===== config.mk =====
export PLATFORM = sky130hd
export DESIGN_NAME = alu_issue_seq
export DESIGN_NICKNAME = d
export VERILOG_FILES = /design/src/rtl/alu_issue_seq.sv
export SDC_FILE = /design/constraint.sdc
export NUM_CORES = 1
export LEC_CHECK = 0
export ABC_CLOCK_PERIOD_IN_PS = 1600
export CAP_MARGIN = 20
export CORE_MARGIN = 2
export CORE_UTILIZATION = 25
export CTS_BUF_LIST = sky130_fd_sc_hd__clkbuf_4
export DETAILED_ROUTE_END_ITERATION = 10
export GPL_ROUTABILITY_DRIVEN = 0
export MAX_ROUTING_LAYER = met4
export PLACE_DENSITY = 0.54
export SYNTH_ARGS = -nofsm -noshare
export SYNTH_HDL_FRONTEND = slang
export SYNTH_SLANG_ARGS = --single-unit

===== constraint.sdc =====
create_clock -name i_clk -period 1.6 [get_ports i_clk]
set_input_delay 0.32 -clock i_clk [delete_from_list [all_inputs] [get_ports i_clk]]
set_output_delay 0.32 -clock i_clk [all_outputs]
set_load 0.02 [all_outputs]

===== src/rtl/alu_issue_seq.sv =====
// Operand/issue sequencer for a 6-bit ALU: register file, 3-cycle issue FSM
// (IDLE -> EXEC -> WB) and host load/readback ports.
module alu_issue_seq #(
    parameter int unsigned WIDTH  = 6,
    parameter int unsigned REG_AW = 2
) (
    input  logic                    i_clk,
    input  logic                    i_rst,
    input  logic                    i_in_valid,
    output logic                    o_in_ready,
    input  logic [4+3*REG_AW-1:0]   i_in_instr,
    input  logic                    i_wr_en,
    input  logic [REG_AW-1:0]       i_wr_addr,
    input  logic [WIDTH-1:0]        i_wr_data,
    input  logic [REG_AW-1:0]       i_rd_addr,
    output logic [WIDTH-1:0]        o_rd_data,
    output logic [WIDTH-1:0]        o_alu_a,
    output logic [WIDTH-1:0]        o_alu_b,
    output logic [3:0]              o_alu_op,
    input  logic [WIDTH-1:0]        i_alu_y,
    output logic                    o_done,
    output logic [WIDTH-1:0]        o_result
);

    localparam int unsigned NREG = 1 << REG_AW;

    typedef enum logic [1:0] {
        StIdle,
        StExec,
        StWb
    } state_e;

    state_e              r_state;
    state_e              w_state_d;
    logic [WIDTH-1:0]    r_rf [NREG];
    logic [REG_AW-1:0]   r_rd;
    logic [WIDTH-1:0]    r_alu_a;
    logic [WIDTH-1:0]    r_alu_b;
    logic [3:0]          r_alu_op;
    logic [WIDTH-1:0]    r_result;
    logic                r_done;

    logic [3:0]          w_op;
    logic [REG_AW-1:0]   w_rd;
    logic [REG_AW-1:0]   w_rs;
    logic [REG_AW-1:0]   w_rt;
    logic                w_accept;

    assign w_op = i_in_instr[3*REG_AW +: 4];
    assign w_rd = i_in_instr[2*REG_AW +: REG_AW];
    assign w_rs = i_in_instr[REG_AW +: REG_AW];
    assign w_rt = i_in_instr[0 +: REG_AW];

    assign o_in_ready = (r_state == StIdle);
    assign w_accept   = i_in_valid & o_in_ready;

    always_ff @(posedge i_clk or posedge i_rst) begin
        if (i_rst) begin
            r_state <= StIdle;
        end else begin
            r_state <= w_state_d;
        end
    end

    always_comb begin
        w_state_d = r_state;
        unique case (r_state)
            StIdle:  if (w_accept) w_state_d = StExec;
            StExec:  w_state_d = StWb;
            StWb:    w_state_d = StIdle;
            default: w_state_d = StIdle;
        endcase
    end

    // Writeback is assigned after the host write so it wins on an address collision.
    always_ff @(posedge i_clk or posedge i_rst) begin
        if (i_rst) begin
            for (int i = 0; i < NREG; i++) begin
                r_rf[i] <= '0;
            end
            r_rd     <= '0;
            r_alu_a  <= '0;
            r_alu_b  <= '0;
            r_alu_op <= '0;
            r_result <= '0;
            r_done   <= 1'b0;
        end else begin
            if (i_wr_en) begin
                r_rf[i_wr_addr] <= i_wr_data;
            end
            if (w_accept) begin
                r_rd     <= w_rd;
                r_alu_a  <= r_rf[w_rs];
                r_alu_b  <= r_rf[w_rt];
                r_alu_op <= w_op;
            end
            if (r_state == StExec) begin
                r_result <= i_alu_y;
                r_done   <= 1'b1;
            end
            if (r_state == StWb) begin
                r_rf[r_rd] <= r_result;
                r_done     <= 1'b0;
            end
        end
    end

    assign o_rd_data = r_rf[i_rd_addr];
    assign o_alu_a   = r_alu_a;
    assign o_alu_b   = r_alu_b;
    assign o_alu_op  = r_alu_op;
    assign o_result  = r_result;
    assign o_done    = r_done;

endmodule

Word level (Yosys, flattened, before mapping)
Cells that the tools add are included.
W data, S select, Z words.
Word-level totals
  bits in registers: 51
  input port bits: 30
  output and inout bits: 30
  logic and storage cells: 52
Cells by class
  order comparisons: 7
  equality and inequality tests: 3
  mux-type cells: 21
  bitwise logic cells: 6
  reduce and logical (&&, ||, !) cells: 4
Operators with widths (number)
  $bwmux W24: 2
  $mux W24: 2
  $mux W6: 8
  $bmux W6 S2: 3
  $demux W6 S2: 2
  $ge A3 B3 Y1 const B: 5
  $not A2 Y3: 5
  $lt A3 B1 Y1 const B: 2
  $pmux W2 S2: 1
  $eq A2 B1 Y1 const B: 1
  $eq A2 B2 Y1 const B: 1
  $logic_and A1 B1 Y1: 2
  $logic_not A2 Y1: 1
  $mux W1: 2
  $mux W2: 1
  $ne A2 B1 Y1 const B: 1
  $reduce_bool A2 Y1: 1
  $and A1 B1 Y1: 1

Logic depth before layout (Yosys ltp)
  depth in word-level cells: 9
  mapped depth: 6
  gate-level depth less buffers: 5

Worst setup path after synthesis
No wires, ideal clock.
  path type: flip-flop to flip-flop
  start: reg r_state[0]
  end: reg r_alu_a[0], in the netlist o_alu_a[0]
  library setup time: 0.125 ns
  arrival time: 1.479 ns
  required time: 1.475 ns
  slack: -0.004 ns
  cell stages (with the launch flop): 6
  buffers on the path: 1
  clock period less this slack: 1.604 ns
  path through: dfrtp_1 inv_1 ha_1 nand2_2 buf_2 mux2_2
On the way
  word-level cells in the longest chain between the ends: 2
RTL lines
  start, declared: line 33  | state_e r_state;
  start signal, assigned: line 59  | r_state <= StIdle;
  start signal, assigned: line 61  | r_state <= w_state_d;
  $logic_not A2 Y1: line 54  | assign o_in_ready = (r_state == StIdle);
  net o_in_ready: line 10  | output logic o_in_ready,
  $and A1 B1 Y1: line 55  | assign w_accept = i_in_valid & o_in_ready;
  end signal, assigned: line 93  | r_alu_a <= r_rf[w_rs];
  end, declared: line 37  | logic [WIDTH-1:0] r_alu_a;
The timed path passes the listed nets, and every way through them passes these cells.
A chain may end at the register's enable or synchronous reset.

Worst setup path in the final report
  start: reg r_rf[9] (netlist bit)
  end: out o_rd_data[3]
On the way
  word-level cells in the longest chain between the ends: 3
RTL lines
  start, declared: line 35  | logic [WIDTH-1:0] r_rf [NREG];
  start signal, assigned by index: line 89  | r_rf[i_wr_addr] <= i_wr_data;
  start signal, assigned by index: line 102  | r_rf[r_rd] <= r_result;
  $bmux W6 S2: line 108  | assign o_rd_data = r_rf[i_rd_addr];
  $mux W6 (implied by the code) (2 in a row): line 108
  end, declared: line 16  | output logic [WIDTH-1:0] o_rd_data,
Every way passes these cells. The select of a mux whose other input is x is not followed.

==> out/metrics.yaml <==
status:
  status: "finished, violations left"
  violations: "setup timing"
worst_setup_path:
  path_class: "reg -> out"
  crit_family: "multiplexers"
  worstRegToRegCells: 4
  path_cells: "mux4_2 > buf_6"
  crit_slowest_cell: "mux4_2"
  critPathArrivalTime_ns: 1.43
  cp-start-kind: "flip-flop"
  crit_fanout: 2
  crit_cells: 2
  crit_required_ns: 1.28
  critPathBufInv: 1
  slowest_delay_ns: 0.48
  end_kind: "primary output"
timing:
  rsz0062_at_grt: "yes"
  slew_headroom: 0.806
  finalSetupViolCount: 6
  layout_min_cycle_time_ns: 1.75
  period_share: 1.09
  fin_ws_ns: -0.152
  worstMarginPinSlew_ns: 0.291
  fin_setup_tns_ns: -0.832
  hold_viol: 0
  fin_skew_ns: 0.0218
  max_freq_mhz: 571
  slew_violations: 0
route:
  detail_route.first_pass.iterations: 4
  drt_iter0_markers: 75
  wl_per_cell_um: 16.2
  wl_um: 7290
  num_vias: 1967
  drc: 0
  viasPerCell: 4.38
  ant_nets: 0
cts:
  cts.sinks: 51
  numCtsBuffers: 5
  root_buffer: "clkbuf_4"
  cts.clk_slew.worst_paths_ns: 0.16
  h-tree-depth: 2
  clock_latency_ns: 0.37
  cts_tree: "done"
  hold_buffers: 0
  clock_path_buffers: 2
synthesis:
  syn_inst: 198
  ys.flop_type: "dfrtp_1"
  synth_area_um2: 2630
  seq_area_frac_synth: 0.486
  ys_ff_latch: 51
  synth_cell_type_count: 21
  synth_edf_count: 0
  synth_area_per_cell_um2: 13.3
  yosys_warnings: 0
  synth_top_area_frac: 0.486
  ys_top_cells_by_area: "dfrtp_1, mux4_2, mux2_2"
  async_flop_share: 1.00
  syn_nets: 232
  yosysMostFrequentCell: "dfrtp_1"
  synthTopCellsByCount: "dfrtp_1, mux2i_1, mux2_2"
  yosys.area.top_type: "dfrtp_1"
power_and_ir_drop:
  p_total_mw: 6.79
  p_leak_nw: 1.78
  powerDensity_nw_per_um2: 1730
  peakVddDrop_mv: 0.709
global_route:
  grtUsageMet2: 0.209
  grt_pass1_wl_um: 11400
  grt-ovfl-total: 0
  top_usage_layer: "met2"
  grt_pass1_vias: 2031
  globalRouteMet1Util: 0.192
  grt_start_max_net_pins: 52
  grtUsageMet3: 0.0251
  grt.total_usage: 0.136
  antenna_found_initial: 0
hold_path:
  hp-class: "in -> async"
die:
  core_um2: 10300
  die_x_um: 106
  num_rows: 37
  io_pins: 60
  initial_core_util: 0.256
  die_h_um: 106
  dieArea_um2: 11300
final_layout:
  area_growth_pct: 49.4
  antenna_cells: 0
  fin_nets: 346
  final_util: 0.382
  drive_gt1_frac: 0.377
placed_design:
  port_buffers: 59
  dpl.hpwl_um: 5270
job:
  cap_violations: 0
logic make-up (layout without fill, tap and decap cells):
| kind of cell | after synthesis | in the layout | synth area share |
|---|---|---|---|
| muxes | 67 | 67 | 0.353 |
| DFF | 51 | 51 | 0.486 |
| and+or+nand+nor | 35 | 35 | 0.0619 |
| AOI/OAI and AO/OA | 26 | 26 | 0.0505 |
| buffers and inverters | 15 | 130 | 0.0300 |
| adders and majority gates | 4 | 4 | 0.0191 |
worst register-to-register path: cells and delay by family, from the launching register on:
family | cells | cell delay [ns]
DFF | 1 | 0.42
muxes | 2 | 0.76
buffers and inverters | 2 | 0.26
placed cells by master, fill, tap and decap left out, drive strengths merged, types with 4 or more instances in the layout:
| cell | netlist | final |
|---|---|---|
| a21oi | 18 | 18 |
| buf | 6 | 65 |
| clkbuf | 4 | 5 |
| clkdlybuf4s50 | 0 | 28 |
| dfrtp | 51 | 51 |
| dlygate4sd2 | 0 | 24 |
| ha | 4 | 4 |
| inv | 5 | 5 |
| mux2 | 24 | 24 |
| mux2i | 25 | 25 |
| mux4 | 18 | 18 |
| nand2 | 7 | 7 |
| nand3b | 4 | 4 |
| nor2 | 20 | 20 |
| o21ai | 7 | 7 |
registers in the layout, indices dropped and copies added, names as in the netlist:
| register | flops |
|---|---|
| o_result | 6 |
| r_rd | 2 |
| o_alu_b | 6 |
| o_alu_a | 6 |
| o_alu_op | 4 |
| o_done | 1 |
| r_rf | 24 |
| r_state | 2 |
worst paths after layout:
path	from	end	slack, ns
setup / recovery	r_rf[9]	o_rd_data[3]	-0.15
max in group asynchronous	i_rst	o_result[0]	1.05
hold reg to reg	o_alu_b[5]	o_alu_b[5]	0.52
setup reg to reg	r_rf[4]	o_alu_b[4]	0.09
hold / removal	i_rst	o_alu_b[1]	0.29
min in group i_clk	o_alu_b[5]	o_alu_b[5]	0.52
power by group:
part | internal, mW | total [mW] | leakage [nW] | switching, mW
Sequential | 1.93 | 2.31 | 0.581 | 0.384
Combinational | 2.16 | 3.86 | 1.17 | 1.70
Clock | 0.170 | 0.617 | 0.0288 | 0.447
Total | 4.26 | 6.79 | 1.78 | 2.53
routing by layer:
metal | routed length, µm | part of all wire
met1 | 3670 | 0.50
met2 | 3260 | 0.45
met3 | 334 | 0.046
met4 | 30 | 0.0041
met5 | 0 | 0
cell type report:
| cell class | count | area [µm²] |
|---|---|---|
| Fill cell | 1026 | 6350 |
| Multi-Input combinational cell | 132 | 1290 |
| Sequential cell | 51 | 1280 |
| Timing Repair Buffer | 117 | 1110 |
| Tap cell | 136 | 170 |
| Clock buffer | 5 | 37.5 |
| Clock inverter | 3 | 20.0 |
| Inverter | 5 | 18.8 |
per-stage QoR:
| step | setup WS (ns) | hold WS [ns] | cell area, µm² | std cells |
|---|---|---|---|---|
| 2_1_floorplan | 0.0483 | 0.406 | 2630 | 198 |
| 3_3_place_gp | -0.774 | 0.486 | 3840 | 436 |
| 3_5_place_dp | -0.757 | 0.493 | 3840 | 436 |
| 4_1_cts | -0.179 | 0.282 | 3880 | 446 |
| 5_1_grt | -0.218 | 0.279 | 3920 | 449 |
| 6_report | -0.152 | 0.288 | 3920 | 449 |
what timing repair did:
action | CTS | global route
setup endpoints to repair | 30 | 13
setup buffers | 2 | 3
pin swaps | 0 | 1
gates resized for setup | 64 | 4
No activity file was read; power rests on OpenSTA's default activity.
